$ cat src/rtl/pwm_duty_ctrl.sv
// Button-driven duty-cycle controller with single-step and hold-to-repeat adjustment,
// feeding a PWM generator that only picks up a new duty at period boundaries.
module pwm_duty_ctrl #(
   parameter int unsigned PERIOD     = 100,
   parameter int unsigned STEP       = 10,
   parameter int unsigned INIT_DUTY  = 50,
   parameter int unsigned HOLD_DELAY = 25_000_000,
   parameter int unsigned REPEAT_INT = 5_000_000,
   localparam int unsigned DW        = $clog2(PERIOD + 1)
) (
   input  logic          clk,
   input  logic          sys_rst_n,
   input  logic          btn_up,
   input  logic          btn_down,
   input  logic          btn_mode,
   output logic          pwm_out,
   output logic [DW-1:0] duty,
   output logic [DW-1:0] duty_active,
   output logic          fine_mode,
   output logic          busy
);

   localparam int unsigned DW1  = DW + 1;
   localparam int unsigned TMAX = (HOLD_DELAY > REPEAT_INT) ? HOLD_DELAY : REPEAT_INT;
   localparam int unsigned TW   = $clog2(TMAX);

   localparam logic [DW-1:0] PERIOD_M1 = DW'(PERIOD - 1);
   localparam logic [DW-1:0] INIT_D    = DW'(INIT_DUTY);
   localparam logic [DW:0]   PERIOD_X  = DW1'(PERIOD);
   localparam logic [DW:0]   STEP_X    = DW1'(STEP);
   localparam logic [DW:0]   ONE_X     = DW1'(1);
   localparam logic [TW-1:0] HOLD_M1   = TW'(HOLD_DELAY - 1);
   localparam logic [TW-1:0] REP_M1    = TW'(REPEAT_INT - 1);

   typedef enum logic [1:0] {
      StIdle,
      StPress,
      StRepeat
   } state_e;

   state_e        state_q, state_d;
   logic          dir_q, dir_d;
   logic [TW-1:0] timer_q, timer_d;
   logic [DW-1:0] duty_q, duty_d;
   logic [DW-1:0] duty_active_q;
   logic [DW-1:0] cnt_q, cnt_d;
   logic          pwm_q;
   logic          fine_q;
   logic          prev_up_q, prev_down_q, prev_mode_q;

   logic          rise_up, rise_down, rise_mode;
   logic          held;
   logic          step_en, step_dir;
   logic [DW:0]   step_size, sum_x, up_x, down_x;

   // ---------------------------------------------------------------------------------------------
   // Button edge detection and step-size toggle
   // ---------------------------------------------------------------------------------------------
   assign rise_up   = btn_up & ~prev_up_q;
   assign rise_down = btn_down & ~prev_down_q;
   assign rise_mode = btn_mode & ~prev_mode_q;

   always_ff @(posedge clk or negedge sys_rst_n) begin
      if (!sys_rst_n) begin
         prev_up_q   <= 1'b0;
         prev_down_q <= 1'b0;
         prev_mode_q <= 1'b0;
         fine_q      <= 1'b0;
      end else begin
         prev_up_q   <= btn_up;
         prev_down_q <= btn_down;
         prev_mode_q <= btn_mode;
         if (rise_mode) begin
            fine_q <= ~fine_q;
         end
      end
   end

   // ---------------------------------------------------------------------------------------------
   // Saturating step arithmetic, one bit wider than duty so nothing wraps
   // ---------------------------------------------------------------------------------------------
   assign step_size = fine_q ? ONE_X : STEP_X;
   assign sum_x     = {1'b0, duty_q} + step_size;
   assign up_x      = (sum_x > PERIOD_X) ? PERIOD_X : sum_x;
   assign down_x    = ({1'b0, duty_q} < step_size) ? '0 : ({1'b0, duty_q} - step_size);

   always_comb begin
      duty_d = duty_q;
      if (step_en) begin
         duty_d = step_dir ? DW'(down_x) : DW'(up_x);
      end
   end

   // ---------------------------------------------------------------------------------------------
   // Press / hold-to-repeat sequencer
   // ---------------------------------------------------------------------------------------------
   always_comb begin
      state_d  = state_q;
      dir_d    = dir_q;
      timer_d  = timer_q;
      step_en  = 1'b0;
      step_dir = dir_q;
      held     = dir_q ? btn_down : btn_up;

      unique case (state_q)
         StIdle: begin
            // Simultaneous rises are ambiguous and therefore dropped.
            if (rise_up ^ rise_down) begin
               step_en  = 1'b1;
               step_dir = rise_down;
               dir_d    = rise_down;
               timer_d  = '0;
               state_d  = StPress;
            end
         end
         StPress: begin
            if (!held) begin
               timer_d = '0;
               state_d = StIdle;
            end else if (timer_q == HOLD_M1) begin
               step_en = 1'b1;
               timer_d = '0;
               state_d = StRepeat;
            end else begin
               timer_d = timer_q + 1'b1;
            end
         end
         StRepeat: begin
            if (!held) begin
               timer_d = '0;
               state_d = StIdle;
            end else if (timer_q == REP_M1) begin
               step_en = 1'b1;
               timer_d = '0;
            end else begin
               timer_d = timer_q + 1'b1;
            end
         end
         default: begin
            timer_d = '0;
            state_d = StIdle;
         end
      endcase
   end

   always_ff @(posedge clk or negedge sys_rst_n) begin
      if (!sys_rst_n) begin
         state_q <= StIdle;
         dir_q   <= 1'b0;
         timer_q <= '0;
         duty_q  <= INIT_D;
      end else begin
         state_q <= state_d;
         dir_q   <= dir_d;
         timer_q <= timer_d;
         duty_q  <= duty_d;
      end
   end

   // ---------------------------------------------------------------------------------------------
   // PWM generator; shadow duty is transferred only on the last count of a period
   // ---------------------------------------------------------------------------------------------
   assign cnt_d = (cnt_q == PERIOD_M1) ? '0 : cnt_q + 1'b1;

   always_ff @(posedge clk or negedge sys_rst_n) begin
      if (!sys_rst_n) begin
         cnt_q         <= '0;
         duty_active_q <= INIT_D;
         pwm_q         <= 1'b0;
      end else begin
         cnt_q <= cnt_d;
         if (cnt_q == PERIOD_M1) begin
            duty_active_q <= duty_q;
         end
         pwm_q <= (cnt_q < duty_active_q);
      end
   end

   assign pwm_out     = pwm_q;
   assign duty        = duty_q;
   assign duty_active = duty_active_q;
   assign fine_mode   = fine_q;
   assign busy        = (state_q != StIdle);

endmodule

$ cat config.mk
export PLATFORM = sky130hd
export DESIGN_NAME = pwm_duty_ctrl
export DESIGN_NICKNAME = d
export VERILOG_FILES = /design/src/rtl/pwm_duty_ctrl.sv
export SDC_FILE = /design/constraint.sdc
export NUM_CORES = 1
export LEC_CHECK = 0
export BUFFER_PORTS_ARGS = -buffer_cell sky130_fd_sc_hd__buf_2
export CAP_MARGIN = 30
export CORE_UTILIZATION = 42
export CTS_CLUSTER_SIZE = 28
export DETAILED_ROUTE_END_ITERATION = 6
export MAX_ROUTING_LAYER = met4
export PLACE_DENSITY_LB_ADDON = 0.1
export SYNTH_ARGS = -nofsm -noshare
export SYNTH_HDL_FRONTEND = slang
export SYNTH_SLANG_ARGS = --single-unit
$ cat constraint.sdc
create_clock -name clk -period 3.79 [get_ports clk]
set_input_delay 0.5685 -clock clk [delete_from_list [all_inputs] [get_ports clk]]
set_output_delay 0.5685 -clock clk [all_outputs]
set_load 0.03 [all_outputs]
==> flow_summary.toml, run 1 <==
[setup_path]
r2r_end = "duty[3]$_DFFE_PN0P_"
r2r-start = "fine_mode$_DFFE_PN0P_"
required_ps = 4030
worstSetupStartpointType = "flip-flop"
endpoint = "duty[3]$_DFFE_PN0P_"
crit_path_max_fanout = 8
r2r_cells = 9
reg2reg_slack_ps = 750
cp-end-kind = "flip-flop"
path_class = "reg2reg"
crit_start = "fine_mode$_DFFE_PN0P_"
cp.arrival_ps = 3280

[global_routing]
grt_overflow_total = 0
grt_util_all_layers_pct = 19.2
grt_pass1_wl_mm = 12.6
grt_max_degree = 35
grt_pass1_vias = 2576
antenna_found_initial = 0

[clock_network]
h-tree-depth = 2
hold_buffers = 0
cts_tree = "built"
cts_setup_buffers = 0
path_clk_slew_ps = 120
ctsResizeCount = 0
insertion_delay_ps = 320
clockBufferDepth = 2
numCtsBuffers = 5
clock_sinks = 54
cts_root_buf = "clkbuf_8"

[detailed_routing]
via_count = 2723
finalWirelength_mm = 7.31
ant_nets = 0
wl_per_cell_microns = 15.0
drc_errors = 0
dr.pass1.iters = 4
drt_iter0_markers = 111
vias_per_cell = 5.58

[yosys]
synth_top_area_cell = "dfrtp_1"
synth_edf_count = 0
yosys-top-cells-count = "dfrtp_1, o21ai_0, nand2_1, nor2_1, a21oi_1"
ys_seq_area_share_pct = 40.2
post-synth-top-count-cell = "dfrtp_1"
synth_top_area_share_pct = 35.5
synthCells = 371
yosys_warnings = 0
syn-mean-instance-area_sq_um = 9.11
ys_ff_latch = 54
netlist_area_sq_mm = 0.00338
ys_types = 62
synth.area.top_cells = "dfrtp_1, ha_1, o21ai_0"
async_reset_ff_share_pct = 100
syn_nets = 396
synth_ff_type = "dfrtp_1"

[placed_design]
place_congestion = 0.830
io_buffers = 21
place_hpwl_mm = 5.19
place_area_sq_mm = 0.00355

[final_layout]
drive_above_1_share_pct = 12.2
fin_util_pct = 46.9
num_antenna_cells = 0
area_delta_synth_final_pct = 7.77
fin_nets = 410
final-seq-area_sq_mm = 0.00136
multi_input_area_sq_mm = 0.00187
fin_area_sq_mm = 0.00364
fill_cells = 796

[sta]
rsz0062_at_grt = "no"
min_period_ps = 3040
hold_viol_final = 0
setup_viol = 0
fin_crit_sh_pct = 80.2
fin_hold_ws_ps = 326
finalClockSkew_ps = 14.5
slew_headroom_pct = 33.2
worstMarginPinSlew_ps = 1000
fin_tns_setup_ps = 0
clock.fmax_mhz = 329
slew_violations = 0

[power_and_ir_drop]
powerDensity_mw_per_mm2 = 595
power_mw = 2.17
vdd_drop_max_uv = 399
p_leak_nw = 1.52

[flow_run]
maxCapViolCount = 0

[floorplanning]
fp-row-count = 32
die_area_sq_mm = 0.00841
chipHeight_microns = 91.7
io-pin-count = 22
initial_core_util_pct = 43.5
die_width_microns = 91.7
core-area_sq_mm = 0.00777

[worst_hold_path]
min_path_type = "in2async"

[status]
status = "finished, final reports clean"
==> power breakdown <==
part | switching, mW | internal, mW | leakage, nW
Clock | 0.215 | 0.139 | 0.0506
Combinational | 0.652 | 0.383 | 0.773
Sequential | 0.133 | 0.646 | 0.696
Total | 0.999 | 1.17 | 1.52
==> metal layers <==
layer  share of wire (%)  wire (microns)  global-route usage, %
met5                   0               0                      -
met4                 1.3              96                   5.21
met3                 3.0             222                   2.99
met2                  46            3390                   29.9
met1                  49            3600                   26.1
==> cell type report <==
class	count	share of cell area, %
inverter	16	1.65
multi-input combinational	284	51.4
tap	102	3.50
clock buffer	5	1.89
timing repair buffer	24	3.50
clock inverter	3	0.790
sequential	54	37.3
==> layout by cell type (no fill, tap or decap), types with 7 or more instances in the layout <==
master,count
nand3_1,11
nor2_1,29
inv_1,15
and3_1,7
xnor2_1,13
nand2_1,36
nand4_1,7
dfrtp_1,48
buf_2,21
o31ai_1,10
a21oi_1,20
o21ai_0,38
ha_1,18
a21o_1,7
==> per-stage QoR <==
stage | cells | setup WS, ps
2_1_floorplan | 371 | 939
3_3_place_gp | 480 | 909
3_5_place_dp | 480 | 786
4_1_cts | 488 | 772
5_1_grt | 488 | 588
6_report | 488 | 749
==> cells by family after synthesis <==
kind of cell / share of synthesized area [%]
AND/OR/NAND/NOR: 22.5
AO/OA/AOI/OAI: 19.4
flip-flops: 40.2
buffers and inverters: 4.44
adder cells (fa/ha/maj): 7.85
XOR/XNOR: 4.92
multiplexers: 0.666
==> critical path: stages (launching register included) <==
cell and delay (ps):
dfrtp_1 460, ha_1 260, fa_1 510, and3_1 230
and4_1 180, a211oi_1 330, a311oi_1 100, o32ai_1 530
a22oi_1 180, o21ai_0 170
==> how the worst min path moves through the flow <==
stage / end / slack (ps) / depth (start not counted)
after floorplan: cnt_q[0]$_DFF_PN0_ / 270 / 0
after global placement: cnt_q[0]$_DFF_PN0_ / 480 / 1
after detailed placement: cnt_q[0]$_DFF_PN0_ / 480 / 1
after CTS: prev_mode_q$_DFF_PN0_ / 340 / 1
after global routing: prev_mode_q$_DFF_PN0_ / 330 / 1
final: duty_active[6]$_DFFE_PN0N_ / 330 / 1
==> registers in the layout (all words and copies together), names as in the netlist <==
| name | flops |
|---|---|
| pwm_out | 1 |
| timer_q | 25 |
| prev_mode_q | 1 |
| prev_up_q | 1 |
| cnt_q | 7 |
| prev_down_q | 1 |
| fine_mode | 1 |
| duty_active | 7 |
| duty | 7 |
| dir_q | 1 |
| state_q | 2 |
Power figures use the tool's default switching activity.
==> inputs of run 2 (changes only) <==
==> constraint.sdc (replaced) <==
create_clock -name clk -period 2.4 [get_ports clk]
set_input_delay 0.36 -clock clk [delete_from_list [all_inputs] [get_ports clk]]
set_output_delay 0.36 -clock clk [all_outputs]
set_load 0.03 [all_outputs]
==> run 2 against run 1 <==
The flow now finishes with violations (negative setup slack). First-iteration DRC count decreased by 4.5%. Routed wire length increased by 9.7%. Maximum frequency up 23%. Critical path type unchanged. Highest routed layer unchanged.
==> flow_summary.toml, run 2 (synthesis gave the netlist of run 1 again) <==
[power_and_ir_drop]
powerDensity_mw_per_mm2 = 989
p_leak_nw = 1.71
vdd_drop_max_uv = 708

[final_layout]
final-seq-area_sq_mm = 0.00136
regMostFlops = "timer_q"
area_delta_synth_final_pct = 19.2
layout_commonest_cell = "dfrtp_1"
multi_input_area_sq_mm = 0.00195
largest_register_ffs = 25
fin_area_sq_mm = 0.00403
fin_util_pct = 51.9
drive_above_1_share_pct = 23.1
final_cell_mix = "dfrtp_1, buf_4, nand2_1"
fill_cells = 747
layout.cells.non_filler = 526
fin_nets = 448
num_antenna_cells = 0

[sta]
slew_violations = 0
rsz0062_at_grt = "yes"
fin_hold_ws_ps = 146
setup_viol = 3
worstMarginPinSlew_ps = 514
finalClockSkew_ps = 14.4
hold_viol_final = 0
clock.fmax_mhz = 406
slew_headroom_pct = 65.5
fin_crit_sh_pct = 103
fin_ws_ps = -65.8
min_period_ps = 2470

[global_routing]
grt_util_all_layers_pct = 20.9
grt_overflow_total = 0
grt_pass1_wl_mm = 13.7
antenna_found_initial = 0
grt_max_degree = 40
grt_pass1_vias = 2836

[detailed_routing]
finalWirelength_mm = 8.01
drc_errors = 0
wl_per_cell_microns = 15.2
drt_iter0_markers = 106
ant_nets = 0
via_count = 2883
dr.pass1.iters = 4
vias_per_cell = 5.48

[placed_design]
io_buffers = 21
place_area_sq_mm = 0.00387
place_congestion = 0.876
placed_cells = 513
place_hpwl_mm = 5.91
dp_slack_ps = -63.1

[setup_path]
cp-end-kind = "flip-flop"
r2r_end = "duty[4]$_DFFE_PN1P_"
max_stage_delay_ps = 450
worstSetupStartpointType = "flip-flop"
reg2reg_slack_ps = -70
path_depth = 10
required_ps = 2660
crit_start = "fine_mode$_DFFE_PN0P_"
endpoint = "duty[4]$_DFFE_PN1P_"
path_class = "reg2reg"
r2r-start = "fine_mode$_DFFE_PN0P_"
cp.arrival_ps = 2720
r2r_cells = 10
critPathSlowestCell = "dfrtp_2"
cp_cell_sequence = "ha_4, fa_2, and3_4, and4_1, a211oi_2, a311oi_2, o32ai_2, buf_4, nand3_2, nand4_1"
crit_path_max_fanout = 4
crit_buf_inv = 1
crit_family = "compound AO/OA/AOI/OAI gates"

[floorplanning]
chipHeight_microns = 91.7
core-area_sq_mm = 0.00777
die_area_sq_mm = 0.00841
fp-row-count = 32
io-pin-count = 22
initial_core_util_pct = 43.5
die_width_microns = 91.7

[clock_network]
clock_sinks = 54
numCtsBuffers = 5
path_clk_slew_ps = 120
insertion_delay_ps = 320
cts_root_buf = "clkbuf_8"
h-tree-depth = 2
cts_tree = "built"
clockBufferDepth = 2

[worst_hold_path]
min_path_type = "in2reg"
holdPathStages = 1

[flow_run]
maxCapViolCount = 0

[status]
violations = "negative setup slack"
status = "finished with violations"
run 2: cell types whose count changed in the layout (fill, tap and decap cells not counted), sizes merged:
cell         before  now
dlygate4sd3       0    1
buf              24   61
clkinvlp          0    1
inv              17   18
clkinv            2    0
run 2: routing by layer:
layer | vias up | global-route usage (%) | wire [microns]
li1 | 1441 | - | -
met1 | 1392 | 26.6 | 3760
met2 | 46 | 35.0 | 3930
met3 | 4 | 3.57 | 252
met4 | 0 | 4.95 | 71
met5 | - | - | 0
run 2: worst register-to-register path, delay by kind of cell, from the launching register on:
| family | cells | cell delay (ps) |
|---|---|---|
| AOI/OAI and AO/OA | 3 | 710 |
| buffers and inverters | 1 | 180 |
| DFF | 1 | 450 |
| and+or+nand+nor | 4 | 530 |
| adders and majority gates | 2 | 540 |
run 2: cell type report:
class                      count  share of cell area, %
clock inverter                 3                  0.652
clock buffer                   5                   1.71
sequential                    54                   33.8
inverter                      16                   1.58
timing repair buffer          62                   10.6
multi-input combinational    284                   48.5
tap                          102                   3.17
run 2: worst min path at each step:
stage,to,startpoint,slack [ps]
2_1_floorplan,cnt_q[0]$_DFF_PN0_,sys_rst_n,60
6_report,prev_mode_q$_DFF_PN0_,btn_mode,150
3_5_place_dp,timer_q[3]$_DFFE_PN0P_,sys_rst_n,310
5_1_grt,prev_mode_q$_DFF_PN0_,btn_mode,120
4_1_cts,prev_mode_q$_DFF_PN0_,btn_mode,140
3_3_place_gp,timer_q[3]$_DFFE_PN0P_,sys_rst_n,310
run 2: what timing repair did:
item,CTS,global route
hold buffers,1,0
resized for setup,2,5
endpoints found under the hold margin,15,0
buffers inserted,2,2
pin swaps,4,4
cloned,0,0
setup endpoints to repair,6,18
run 2: per-stage QoR:
stage               setup TNS, ps  power, mW
finish                      -93.2       3.98
global route                 -764       4.27
CTS                         -66.2       3.95
detailed placement           -163       3.34
global placement            -12.0       3.32
floorplan                    -404       2.61
run 2: power by group:
| group | switching, mW | internal (mW) | leakage (nW) |
|---|---|---|---|
| logic | 1.26 | 0.981 | 0.968 |
| registers | 0.154 | 1.02 | 0.694 |
| clock network | 0.346 | 0.218 | 0.0495 |
